[config.mk]
export PLATFORM = sky130hd
export DESIGN_NAME = fetch_unit
export DESIGN_NICKNAME = d
export VERILOG_FILES = /design/src/rtl/fetch_unit.sv
export SDC_FILE = /design/constraint.sdc
export NUM_CORES = 1
export LEC_CHECK = 0
export ABC_CLOCK_PERIOD_IN_PS = 8600
export CAP_MARGIN = 20
export CORE_UTILIZATION = 40
export CTS_CLUSTER_DIAMETER = 200
export DETAILED_ROUTE_END_ITERATION = 7
export HOLD_SLACK_MARGIN = 0.05
export PLACE_DENSITY_LB_ADDON = 0.08
export SYNTH_ARGS = -nofsm -noshare
export SYNTH_HDL_FRONTEND = slang
export SYNTH_SLANG_ARGS = --single-unit
[constraint.sdc]
create_clock -name clk -period 8.6 [get_ports clk]
set_input_delay 1.72 -clock clk [delete_from_list [all_inputs] [get_ports clk]]
set_output_delay 1.72 -clock clk [all_outputs]
set_load 0.02 [all_outputs]
[src/rtl/fetch_unit.sv]
// Instruction fetch stage: owns the PC, issues word fetches and buffers
// returned words in order for decode, squashing stale fetches on redirect.
module fetch_unit #(
    parameter logic [31:0] RESET_PC = 32'h0000_0000,
    parameter int          DEPTH    = 2
) (
    input  logic        clk,
    input  logic        rst,
    output logic        imem_req_valid,
    input  logic        imem_req_ready,
    output logic [31:0] imem_req_addr,
    input  logic        imem_resp_valid,
    input  logic [31:0] imem_resp_data,
    input  logic        redirect_valid,
    input  logic [31:0] redirect_target,
    output logic        dec_valid,
    input  logic        dec_ready,
    output logic [31:0] dec_pc,
    output logic [31:0] dec_instr
);

    localparam int PW = $clog2(DEPTH);
    localparam int CW = $clog2(DEPTH + 1);

    logic [31:0]   pc_q;
    logic [31:0]   resp_pc_q;
    logic [31:0]   pc_mem  [DEPTH];
    logic [31:0]   ins_mem [DEPTH];
    logic [PW-1:0] head_q;
    logic [PW-1:0] tail_q;
    logic [CW-1:0] count_q;
    logic [CW-1:0] out_q;
    logic [CW-1:0] drop_q;

    logic [CW:0]   used;
    logic          req_fire;
    logic          resp_ok;
    logic          push;
    logic          pop;
    logic [31:0]   target;
    logic          unused_tgt;

    assign target     = {redirect_target[31:2], 2'b00};
    assign unused_tgt = ^redirect_target[1:0];

    // Credit covers both buffered words and fetches still in flight.
    assign used     = {1'b0, count_q} + {1'b0, out_q};
    assign imem_req_valid = !rst && !redirect_valid
                          && (used < (CW + 1)'(DEPTH));
    assign imem_req_addr  = pc_q;
    assign req_fire = imem_req_valid && imem_req_ready;

    assign resp_ok = imem_resp_valid && (out_q != '0);
    assign push    = resp_ok && (drop_q == '0) && !redirect_valid;

    assign dec_valid = !rst && (count_q != '0) && !redirect_valid;
    assign dec_pc    = pc_mem[head_q];
    assign dec_instr = ins_mem[head_q];
    assign pop       = dec_valid && dec_ready;

    always_ff @(posedge clk) begin
        if (rst) begin
            pc_q      <= RESET_PC;
            resp_pc_q <= RESET_PC;
            head_q    <= '0;
            tail_q    <= '0;
            count_q   <= '0;
            out_q     <= '0;
            drop_q    <= '0;
        end else begin
            out_q <= out_q + CW'(req_fire) - CW'(resp_ok);
            if (redirect_valid) begin
                // Every fetch still in flight now belongs to the old path.
                pc_q      <= target;
                resp_pc_q <= target;
                head_q    <= '0;
                tail_q    <= '0;
                count_q   <= '0;
                drop_q    <= out_q - CW'(resp_ok);
            end else begin
                if (req_fire) begin
                    pc_q <= pc_q + 32'd4;
                end
                if (resp_ok && (drop_q != '0)) begin
                    drop_q <= drop_q - 1'b1;
                end
                if (push) begin
                    pc_mem[tail_q]  <= resp_pc_q;
                    ins_mem[tail_q] <= imem_resp_data;
                    tail_q          <= tail_q + 1'b1;
                    resp_pc_q       <= resp_pc_q + 32'd4;
                end
                if (pop) begin
                    head_q <= head_q + 1'b1;
                end
                count_q <= count_q + CW'(push) - CW'(pop);
            end
        end
    end

endmodule

==> metrics, run 1 <==
Core Footprint 0.0211 sq mm; TNS Setup 0 ns; first-pass GRT wire length 32.7 mm; post-cts resize count 0; r2r startpoint out_q[0]$_SDFF_PP0_; CTS clk-pin slew, worst paths 0.07 ns; max cap viols 0; CTS buffer count 17; worst hold path class reg2reg; CTS Hold Bufs 0; Comb pwr share 12.8%; layout cells sized above 1 13.7%; # DRC 0; # diodes 0; clock power share 36.5%; most frequent cell after synthesis edfxtp_1; H-tree levels 4; die span in x 149 um; largest net degree at the start of global routing 78; residual overflow from global routing 0; Distinct cells, synth 64; Switching Share 25.1%; routability congestion estimate 0.842; number of global-route vias before repair 6,133; Setup Fix Bufs, Post-CTS 0; Final Setup Violations 0; Fin. Hold Viols 0; Startpoint Class input port; P_sw 537 uW; RSZ-0062 raised after global routing no; clock sink total 193; Slew @ Worst Pin 1.07 ns; sequential-to-total area share from yosys stat 59.1%; routed len/inst 18.5 um; worst r2r path cells 11; Area contributors post-synth edfxtp_1, dfxtp_1, mux2_2; final wirelength 20.8 mm; Critical Path End Type primary output; die area 0.0222 sq mm; worst-path fanout max 26; Post-synth top cells edfxtp_1, dfxtp_1, mux2_2; GRT Resource Usage Total 19.2%; max_slew headroom 28.3%; status finished, final reports clean; Final HPWL DP 14.0 mm; crit path DAT 4.27 ns; # rows 53; Worst Setup EP dec_valid; total leakage power 0.00360 uW; Layout area overhead 27.4%; Die H 149 um; initial antenna violation count 0; Ys Warns 0; Final period util 69.7%; Peak VDD IR 0.117 mV; Final Slew Violations 0; pwr/cell area 195 mW/mm^2; Clock Skew 0.0127 ns; DR pass1 iterations 5; worst-case clock buffer depth 2; # IOs 168; Synth Register Bits 193; leading area contributor after synthesis edfxtp_1; Design Power 2140 uW; PortBufs 161; Setup WS pre-CTS 2.68 ns; Worst Path Required 6.88 ns; Syn Area/Cell 12.5 sq um; via count 6,307; drt via density 5.61; Fill cells 1,807; Cell Int Power 1600 uW; Most used DFF post-synth edfxtp_1; number of flops mapped to enable cells by yosys 124; CTS tree done; flop-to-flop setup slack 5.30 ns; post-route ant nets 0; top cell type's share of synthesized area 43.1%; fin nets 915; WHS Path Cells 2; Starting DRT DRC Count 324; crit path kind in2out; Clock Latency Late Sink 0.43 ns; Async SR Flop Fraction 0%; Worst R2R End out_q[1]$_SDFF_PP0_; starting density of the core 40.9%; register share of total power 50.7%; Peak Freq 0.167 GHz; Mapped Area 0.00863 sq mm; clock root cell clkbuf_16; crit path launch redirect_valid; final worst slack 2.61 ns; fin crit period 5.99 ns; Post-Syn Instances 691
==> state kept, by name (all words and copies together) (netlist names), named ones only <==
signal and flops:
head_q 1, out_q 2, resp_pc_q 30, drop_q 2, imem_req_addr 30, ins_mem 64
count_q 2, tail_q 1, pc_mem 60
==> layout make-up <==
class | count | area (sq um) | share of cell area [%]
sequential | 193 | 5110 | 46.4
multi-input combinational | 444 | 3260 | 29.6
timing repair buffer | 166 | 1650 | 15.0
clock buffer | 20 | 468 | 4.25
tap | 275 | 344 | 3.13
clock inverter | 12 | 119 | 1.08
inverter | 14 | 52.6 | 0.478
==> stage by stage <==
step	hold WS [ns]	util (%)	cells	cell area, sq um
after detailed placement	0.503	49.4	1092	10400
final	0.522	52.2	1124	11000
after floorplan	0.462	-	694	8640
after global routing	0.543	52.2	1124	11000
after CTS	0.529	52.2	1124	11000
after global placement	0.507	49.4	1092	10400
==> cell families after synthesis <==
logic type | count (synthesis) | share of synthesized area (%)
compound gates | 136 | 11.2
xor+xnor | 24 | 2.44
fa+ha+maj | 9 | 1.39
buf+inv | 57 | 3.29
flops | 193 | 59.1
mux | 62 | 8.09
other cells | 1 | 0.0434
simple gates | 209 | 14.4
==> cell usage in the layout, fill, tap and decap left out, drive strengths merged, types with 5 or more instances in the layout <==
| cell | instances |
|---|---|
| clkdlybuf4s50 | 161 |
| edfxtp | 124 |
| dfxtp | 69 |
| mux2 | 62 |
| nand2 | 32 |
| o21ai | 29 |
| nand4 | 27 |
| a31oi | 23 |
| clkbuf | 20 |
| nor2 | 19 |
| nand3 | 19 |
| inv | 18 |
| and4 | 16 |
| nor4 | 15 |
| and2 | 15 |
| o21a | 13 |
| o31ai | 13 |
| and3 | 13 |
| or4 | 12 |
| xor2 | 12 |
| xnor2 | 12 |
| a21boi | 12 |
| nor3 | 12 |
| or3 | 9 |
| a211oi | 8 |
| ha | 8 |
| o211ai | 6 |
| o31a | 6 |
| a21oi | 5 |
| buf | 5 |
| or2 | 5 |
| clkinv | 5 |
==> worst max-delay path, cell delays in order <==
cell and delay, ns:
clkdlybuf4s50_1 0.96, nor2_1 0.77, and2_1 0.22, clkdlybuf4s50_1 0.60
==> power by group through the flow <==
stage	sequential (uW)	combinational (uW)	clock, uW
final	1080	274	782
after global routing	1090	299	845
after CTS	1080	276	804
after detailed placement	1100	273	0
after global placement	1100	267	0
after floorplan	1100	155	0
==> routing by layer <==
layer	vias to the layer above	share of wire (%)	track usage, %
met5	-	0	0
met4	0	2.1	7.40
met3	35	7.1	4.71
met2	268	45	29.3
met1	3024	46	26.2
li1	2980	-	-
==> how the worst min path moves through the flow <==
stage / from / endpoint / slack (ns)
after global placement: head_q$_SDFFE_PP0P_ / head_q$_SDFFE_PP0P_ / 0.51
after floorplan: resp_pc_q[16]$_SDFFE_PP0P_ / pc_mem[0][16]$_DFFE_PP_ / 0.46
after CTS: resp_pc_q[16]$_SDFFE_PP0P_ / pc_mem[0][16]$_DFFE_PP_ / 0.53
after global routing: resp_pc_q[16]$_SDFFE_PP0P_ / pc_mem[0][16]$_DFFE_PP_ / 0.54
final: head_q$_SDFFE_PP0P_ / head_q$_SDFFE_PP0P_ / 0.52
after detailed placement: head_q$_SDFFE_PP0P_ / flop / 0.50
Power figures use the tool's default switching activity.
==> run 2, diff against run 1 <==
--- a/config.mk
+++ b/config.mk
@@ -5,7 +5,7 @@
 export SDC_FILE = /design/constraint.sdc
 export NUM_CORES = 1
 export LEC_CHECK = 0
-export ABC_CLOCK_PERIOD_IN_PS = 8600
+export ABC_CLOCK_PERIOD_IN_PS = 6100
 export CAP_MARGIN = 20
 export CORE_UTILIZATION = 40
 export CTS_CLUSTER_DIAMETER = 200
==> constraint.sdc (replaced) <==
create_clock -name clk -period 6.1 [get_ports clk]
set_input_delay 1.22 -clock clk [delete_from_list [all_inputs] [get_ports clk]]
set_output_delay 1.22 -clock clk [all_outputs]
set_load 0.02 [all_outputs]
==> metrics, run 2 (synthesis gave the netlist of run 1 again) <==
Startpoint Class input port; Setup WS pre-CTS 1.63 ns; sequential cell area 0.00511 sq mm; routability congestion estimate 0.840; Critical Path End Type primary output; # diodes 0; max reg flops 64; Clock Latency Late Sink 0.44 ns; # rows 53; Peak Freq 0.224 GHz; CTS tree done; Final HPWL DP 14.4 mm; Final period util 73.1%; drt via density 5.61; # DRC 0; fin nets 917; Fin. Hold Viols 0; initial antenna violation count 0; largest net degree at the start of global routing 63; total leakage power 0.00361 uW; die area 0.0222 sq mm; Layout area overhead 28.2%; top flop regs ins_mem x64, pc_mem x60; clock root cell clkbuf_16; final worst slack 1.64 ns; starting density of the core 40.9%; Core Footprint 0.0211 sq mm; max cap viols 0; first-pass GRT wire length 32.7 mm; Setup Fix Bufs, Post-CTS 0; Clock Skew 0.0120 ns; Die H 149 um; status finished, final reports clean; via count 6,314; die span in x 149 um; crit path DAT 3.24 ns; fin crit period 4.46 ns; CTS clk-pin slew, worst paths 0.07 ns; TNS Setup 0 ns; post-route ant nets 0; Peak VDD IR 0.206 mV; number of global-route vias before repair 6,115; PortBufs 161; routed len/inst 18.7 um; pwr/cell area 280 mW/mm^2; Fill cells 1,823; Final Slew Violations 0; H-tree levels 4; layout cells sized above 1 13.9%; residual overflow from global routing 0; most common cell after layout, fill and taps aside clkdlybuf4s50_1; RSZ-0062 raised after global routing no; crit path kind in2out; Starting DRT DRC Count 351; worst hold path class reg2reg; CTS Hold Bufs 0; Slew @ Worst Pin 0.991 ns; worst-case clock buffer depth 2; # IOs 168; multi-input logic area 0.00327 sq mm; most frequent cells in the layout clkdlybuf4s50_1, edfxtp_1, dfxtp_1, mux2_2, nand2_1; clock sink total 193; DR pass1 iterations 6; Biggest register ins_mem; GRT Resource Usage Total 19.2%; post-cts resize count 0; worst-path fanout max 13; final wirelength 21.0 mm; Final Setup Violations 0; max_slew headroom 33.9%; Worst Path Required 4.88 ns; CTS buffer count 17
## run 2: path summary, 6_finish.rpt
kind | from | endpoint | slack [ns] | cells past startpoint
worst max register to register | out_q[0]$_SDFF_PP0_ | out_q[1]$_SDFF_PP0_ | 2.83 | 11
worst min register to register | resp_pc_q[30]$_SDFFE_PP0P_ | pc_mem[1][30]$_DFFE_PP_ | 0.52 | 0
worst min-delay path | resp_pc_q[30]$_SDFFE_PP0P_ | pc_mem[1][30]$_DFFE_PP_ | 0.52 | 0
worst max-delay path | rst | imem_req_valid | 1.64 | 4
## run 2: power by group
group	internal [uW]	total (uW)	leakage, uW	switching, uW
Sequential	1450	1530	0.00170	74.9
Clock	661	1190	0.000299	525
Combinational	182	385	0.00161	203
Total	2300	3100	0.00361	802
## run 2: worst max-delay path, cell delays in order
cell	delay [ns]
clkdlybuf4s50_1	0.65
or2_2	0.55
nor3_1	0.18
clkdlybuf4s50_1	0.63
## run 2: area by class of cell
cell class	instances	area share, %
clock inverter	14	1.80
tap	275	3.11
inverter	14	0.475
multi-input combinational	444	29.5
sequential	193	46.2
clock buffer	18	3.88
timing repair buffer	168	15.0
## run 2: stage by stage
stage	hold WS [ns]	cell area [sq um]	util (%)	cells	total power [uW]
finish	0.524	11100	52.5	1126	3100
global route	0.528	11100	52.5	1126	3220
CTS	0.519	11100	52.5	1126	3120
detailed placement	0.506	10400	49.5	1094	1940
global placement	0.502	10400	49.5	1094	1930
floorplan	0.462	8650	-	694	1770
## run 2: metal layers
layer	GRT usage (%)	part of all wire (%)
met1	26.1	46
met2	29.3	45
met3	5.02	6.9
met4	7.30	2.0
met5	0	0
